### src/rtl/alu_pkg.sv
// Shared ALU datapath types plus the result-stage entry record.
// The result stage honours the optional ALU_OVF_TRAP_EN build macro.
package alu_pkg;

  typedef logic [15:0] word_16;

  typedef struct packed {
    logic zero;
    logic negative;
    logic carry;
    logic overflow;
  } status_t;

  typedef enum logic [2:0] {
    ADD  = 3'd0,
    SUB  = 3'd1,
    AND  = 3'd2,
    OR   = 3'd3,
    XOR  = 3'd4,
    SLL  = 3'd5,
    SRL  = 3'd6,
    PASS = 3'd7
  } control_e;

  localparam int RS_DEST_W = 4;
  localparam logic [RS_DEST_W-1:0] REG_ZERO = '0;

  typedef struct packed {
    word_16                 result;
    status_t                stat;
    control_e               op;
    logic [RS_DEST_W-1:0]   dest;
    logic                   wr_en;
    logic                   flag_wr;
  } rs_entry_t;

  // Signed add/sub that overflowed must not reach the register file.
  function automatic logic is_ovf_trap(rs_entry_t e);
    return ((e.op == ADD) || (e.op == SUB)) && e.stat.overflow;
  endfunction

endpackage

### src/rtl/rs_skid_buf.sv
// Two-entry valid/ready skid buffer of rs_entry_t; in_ready is registered
// from next-state occupancy so there is no path from out_ready to in_ready.
module rs_skid_buf
  import alu_pkg::*;
(
  input  logic      clk,
  input  logic      rst,
  input  logic      flush,
  input  logic      in_valid,
  output logic      in_ready,
  input  rs_entry_t in_data,
  output logic      out_valid,
  input  logic      out_ready,
  output rs_entry_t out_data,
  output logic      skid_valid,
  output rs_entry_t skid_data
);

  logic [1:0] count;
  logic [1:0] count_nxt;
  rs_entry_t  head_q;
  rs_entry_t  skid_q;
  logic       push;
  logic       pop;

  assign push       = in_valid && in_ready;
  assign pop        = out_valid && out_ready;
  assign out_valid  = (count != 2'd0);
  assign skid_valid = (count == 2'd2);
  assign out_data   = head_q;
  assign skid_data  = skid_q;

  always_comb begin
    count_nxt = count;
    case (count)
      2'd0:    if (push) count_nxt = 2'd1;
      2'd1:    if (push && !pop) count_nxt = 2'd2;
               else if (!push && pop) count_nxt = 2'd0;
      2'd2:    if (pop) count_nxt = 2'd1;
      default: count_nxt = 2'd0;
    endcase
    if (flush) count_nxt = 2'd0;
  end

  always_ff @(posedge clk) begin
    if (rst) begin
      count    <= 2'd0;
      head_q   <= '0;
      skid_q   <= '0;
      in_ready <= 1'b1;
    end else begin
      count    <= count_nxt;
      in_ready <= (count_nxt != 2'd2);
      if (flush) begin
        head_q <= '0;
        skid_q <= '0;
      end else begin
        case (count)
          2'd0:    if (push) head_q <= in_data;
          2'd1:    if (push && pop) head_q <= in_data;
                   else if (push) skid_q <= in_data;
          2'd2:    if (pop) head_q <= skid_q;
          default: ;
        endcase
      end
    end
  end

endmodule

### src/rtl/alu_result_stage.sv
// ALU result stage: skid-buffered writeback, flag register and forwarding.
// ALU_OVF_TRAP_EN adds ovf_trap and suppresses writeback of overflowed ADD/SUB.
module alu_result_stage
  import alu_pkg::*;
#(
  parameter int DEST_W = RS_DEST_W
) (
  input  logic              clk,
  input  logic              rst,
  input  logic              flush,
  input  logic              in_valid,
  output logic              in_ready,
  input  word_16            in_result,
  input  status_t           in_stat,
  input  control_e          in_op,
  input  logic [DEST_W-1:0] in_dest,
  input  logic              in_wr_en,
  input  logic              in_flag_wr,
  output logic              out_valid,
  input  logic              out_ready,
  output word_16            out_result,
  output logic [DEST_W-1:0] out_dest,
  output logic              out_wr_en,
  output status_t           flags,
  input  logic [DEST_W-1:0] fwd_addr,
  output logic              fwd_hit,
  output word_16            fwd_data
`ifdef ALU_OVF_TRAP_EN
  ,
  output logic              ovf_trap
`endif
);

  rs_entry_t in_entry;
  rs_entry_t head;
  rs_entry_t skid;
  logic      skid_valid;
  logic      pop;
  logic      hit_head;
  logic      hit_skid;
  logic      unused_fields;

  function automatic logic wr_qual(rs_entry_t e);
`ifdef ALU_OVF_TRAP_EN
    return e.wr_en && (e.dest != REG_ZERO) && !is_ovf_trap(e);
`else
    return e.wr_en && (e.dest != REG_ZERO);
`endif
  endfunction

  always_comb begin
    in_entry         = '0;
    in_entry.result  = in_result;
    in_entry.stat    = in_stat;
    in_entry.op      = in_op;
    in_entry.dest    = in_dest;
    in_entry.wr_en   = in_wr_en;
    in_entry.flag_wr = in_flag_wr;
  end

  rs_skid_buf u_buf (
    .clk        (clk),
    .rst        (rst),
    .flush      (flush),
    .in_valid   (in_valid),
    .in_ready   (in_ready),
    .in_data    (in_entry),
    .out_valid  (out_valid),
    .out_ready  (out_ready),
    .out_data   (head),
    .skid_valid (skid_valid),
    .skid_data  (skid)
  );

  assign pop        = out_valid && out_ready;
  assign out_result = head.result;
  assign out_dest   = head.dest;
  assign out_wr_en  = wr_qual(head);

  // Younger (skid) entry overrides the head when both target fwd_addr.
  always_comb begin
    hit_head = out_valid  && wr_qual(head) && (head.dest == fwd_addr);
    hit_skid = skid_valid && wr_qual(skid) && (skid.dest == fwd_addr);
    fwd_hit  = hit_head || hit_skid;
    fwd_data = '0;
    if (hit_skid)      fwd_data = skid.result;
    else if (hit_head) fwd_data = head.result;
  end

  // A pop that coincides with flush was already accepted downstream.
  always_ff @(posedge clk) begin
    if (rst)                       flags <= '0;
    else if (pop && head.flag_wr)  flags <= head.stat;
  end

`ifdef ALU_OVF_TRAP_EN
  always_ff @(posedge clk) begin
    if (rst || flush) ovf_trap <= 1'b0;
    else              ovf_trap <= pop && is_ovf_trap(head);
  end
`endif

  assign unused_fields = ^{head.op, skid.stat, skid.op, skid.flag_wr};

endmodule

### config.mk
export PLATFORM = sky130hd
export DESIGN_NAME = alu_result_stage
export DESIGN_NICKNAME = d
export VERILOG_FILES = /design/src/rtl/alu_pkg.sv /design/src/rtl/rs_skid_buf.sv /design/src/rtl/alu_result_stage.sv
export SDC_FILE = /design/constraint.sdc
export NUM_CORES = 1
export LEC_CHECK = 0
export ABC_CLOCK_PERIOD_IN_PS = 5700
export CAP_MARGIN = 20
export CORE_UTILIZATION = 40
export CTS_BUF_LIST = sky130_fd_sc_hd__clkbuf_8
export CTS_CLUSTER_DIAMETER = 30
export DETAILED_ROUTE_END_ITERATION = 6
export GPL_TIMING_DRIVEN = 0
export PLACE_DENSITY = 0.77
export SYNTH_ARGS = -nofsm -noshare
export SYNTH_HDL_FRONTEND = slang
export SYNTH_SLANG_ARGS = --single-unit
### constraint.sdc
create_clock -name clk -period 5.7 [get_ports clk]
set_clock_uncertainty 0.2 [all_clocks]
set_input_delay 1.71 -clock clk [delete_from_list [all_inputs] [get_ports clk]]
set_output_delay 1.71 -clock clk [all_outputs]
set_load 0.02 [all_outputs]
==> key figures <==
Outcome
  – Status: finished clean

Floorplanning
  – Die height: 91.3 um
  – Placeable Area: 7730 sq um
  – Die X: 91.3 um
  – Ports: 82
  – Rows: 32
  – Initial Util: 41.3%
  – Die Area: 8340 sq um

Finish
  – P&R area growth vs syn: 37.4%
  – Multi-input gate area: 1710 sq um
  – Register area: 1180 sq um
  – Layout cells sized above 1: 24.5%
  – Post-layout util: 56.7%
  – # diodes: 0
  – Finished Cell Area: 4380 sq um
  – Fill cells: 682
  – Fin nets: 469

GRT
  – Largest net degree at the start of global routing: 11
  – First-pass GRT wire length: 13.4 mm
  – Grt ovf: 0
  – Number of global-route vias before repair: 2719
  – All-Layer GR Usage: 20.6%
  – M1 GR Usage: 25.2%
  – Initial antenna violation count: 0
  – M2 GR Usage: 35.5%
  – Global route hottest layer: met2
  – Routing usage on met3: 5.11%

STA
  – Max-slew violations: 0
  – Peak Freq: 0.179 GHz
  – Period utilisation layout: 97.8%
  – Final setup viols: 0
  – Final min period: 5570 ps
  – Slack of the critical path: 128 ps
  – Hold Fails Final Rpt: 0
  – Slew HR: 46.6%
  – Slew of the pin with the lowest slew margin: 802 ps
  – Unrepaired setup endpoints after global routing: no

Power
  – Comb power frac: 15.3%
  – Pint: 0.000768 W
  – Sw frac: 25.0%
  – PD cells: 234 nW/um^2
  – Pleak: 2.07 nW
  – Reg power frac: 42.4%
  – Maximum vdd ir drop: 0.183 mV
  – Clock Power Share: 42.2%
  – Psw: 0.000256 W

Drt
  – Routed vias/inst: 5.06
  – Drc violations: 0
  – Routed len/inst: 15.3 um
  – Initial DRT Pass Iterations: 4
  – Final WL: 8.26 mm
  – Post-DRT Antenna Nets: 0
  – Vias: 2723
  – Initial DRC Count: 131

Setup path
  – Buf/Inv on CP: 4
  – Worst path slowest cell: clkdlybuf4s50_1
  – Critical path peak fanout: 10
  – Crit-path max cell delay: 510 ps
  – Arrival @ worst endpoint: 3660 ps
  – Worst setup startpoint: fwd_addr[0]
  – Crit end category: output port
  – Critical Path RT: 3790 ps
  – Kind of critical path: input port to output port
  – R2R Path Start: u_buf.in_ready
  – Top cell family by delay on the critical path: buffers and inverters
  – Critical path, cell by cell: clkdlybuf4s50_1 > xor2_1 > nor3_4 > buf_4 > clkbuf_8 > and3_1 > mux2_4 > dlygate4sd2_1
  – CP Launch Type: input port

Clocking
  – Clk root buf: clkbuf_8
  – Htree depth: 3
  – CTS tree: built
  – Worst skew pair latency: 340 ps
  – Clk sinks: 59
  – Clk buf depth: 2
  – Number of buffers created by CTS: 9
  – Worst-path clk slew: 70 ps

Yosys
  – Post-Syn Area: 3190 sq um
  – Netlist cell types: 36
  – Post-Syn Nets: 377
  – Synth Instances: 339
  – FFs w/ async S/R, synth: 0%
  – Syn_area_per_cell: 9.42 sq um
  – Share of the synthesized area in the top cell type: 37.0%
  – Post-synth top flop: dfxtp_1
  – Synth Warn #: 0
  – Most area-hungry cell type in the Yosys netlist: dfxtp_1
  – Number of synthesized register bits: 59
  – Post-synthesis sequential area ratio: 37.0%
  – EDFF count, synth: 0
  – Ranking of synthesized cells by area: dfxtp_1 37%, a211oi_2 9.4%, mux2i_1 9.1%

Place
  – Placed Area: 4090 sq um
  – Placer Congestion: 0.783
  – Worst slack, placed: -726 ps
  – Dpl hpwl: 5.91 mm
  – IO buf count: 77

Hold path
  – Worst hold path startpoint: u_buf.skid_data[10]
  – HP Class: register to register

Flow run
  – Max-cap violations: 0
-- per-layer routing --
metal / share of wire (%) / vias up
met5: 0 / -
met4: 1.5 / 0
met3: 5.8 / 12
met2: 49 / 87
met1: 44 / 1292
li1: - / 1332
-- stage by stage --
step / std cells / TNS (ps) / total power (W) / hold WS [ps]
after detailed placement: 518 / -9200 / 0.000595 / 254
final: 538 / 0 / 0.00102 / 259
after global placement: 518 / -7890 / 0.000591 / 241
after CTS: 538 / 0 / 0.00103 / 262
after global routing: 538 / 0 / 0.00106 / 288
after floorplan: 339 / 0 / 0.000530 / 236
-- registers in the layout, summed over array words and instances, names as in the netlist --
register         count
u_buf.out_data      26
u_buf.skid_data     26
flags                4
u_buf.in_ready       1
u_buf.count          2
-- Yosys cell counts (6+ instances only) --
library cell / number
a211oi_2: 24
buf_2: 6
and3_1: 16
buf_6: 7
clkbuf_1: 7
xor2_1: 6
mux2_2: 7
mux2i_1: 29
a21oi_1: 28
buf_4: 22
nor2_1: 32
dfxtp_1: 59
nand2_1: 56
mux2_4: 9
-- cell families after synthesis --
family                 share of synthesized area, %
AO/OA/AOI/OAI                                  17.4
XOR/XNOR                                       1.92
buffers and inverters                          10.1
flip-flops                                     37.0
multiplexers                                   15.8
AND/OR/NAND/NOR                                17.8
-- placed cells by master (no fill, tap or decap), types with 2 or more instances in the layout --
cell and instances:
clkdlybuf4s50_1 61, dfxtp_1 59, and3_1 16, nor2_1 32, buf_2 6, dlygate4sd2_1 10, clkbuf_1 6, buf_6 7
mux2_2 7, bufinv_16 2, mux2i_1 29, inv_1 4, clkbuf_8 12, a211oi_2 24, a211oi_1 3, xor2_1 5
dlymetal6s2s_1 6, a21oi_1 28, buf_4 26, nand2_1 56, and2_1 2, mux2_4 9, nand3_1 3
-- power groups by stage --
stage	Sequential [W]	Clock (W)	Combinational [W]
floorplan	0.000440	0	0.0000902
global placement	0.000443	0	0.000148
detailed placement	0.000443	0	0.000152
CTS	0.000434	0.000441	0.000157
global route	0.000436	0.000460	0.000168
finish	0.000434	0.000433	0.000157
-- repair_timing --
| item | CTS | global route |
|---|---|---|
| pin swaps | 3 | 0 |
| gates resized for setup | 17 | 6 |
| hold buffers | 0 | 0 |
| buffers inserted | 4 | 0 |
| setup endpoints to repair | 17 | 6 |
-- final cells by class --
cell class	count	share of cell area [%]
multi-input cells	233	39.0
flip-flops and latches	59	26.9
repair buffers	81	18.3
plain buffers	44	7.33
clock buffers	11	3.45
well taps	102	2.91
clock inverters	5	1.74
inverters	3	0.257
-- tightest hold or removal path, cell delays in order (launching register included) --
cell     delay (ps)
dfxtp_1         310
nand2_1          50
a21oi_1          50
-- final timing paths --
kind                         end  slack (ps)  depth (start not counted)
max                 fwd_data[13]         130                          8
min          u_buf.skid_data[10]         260                          2
max reg2reg  u_buf.skid_data[23]        3720                          6
min reg2reg  u_buf.skid_data[10]         260                          2
(Power assumes the default switching activity.)
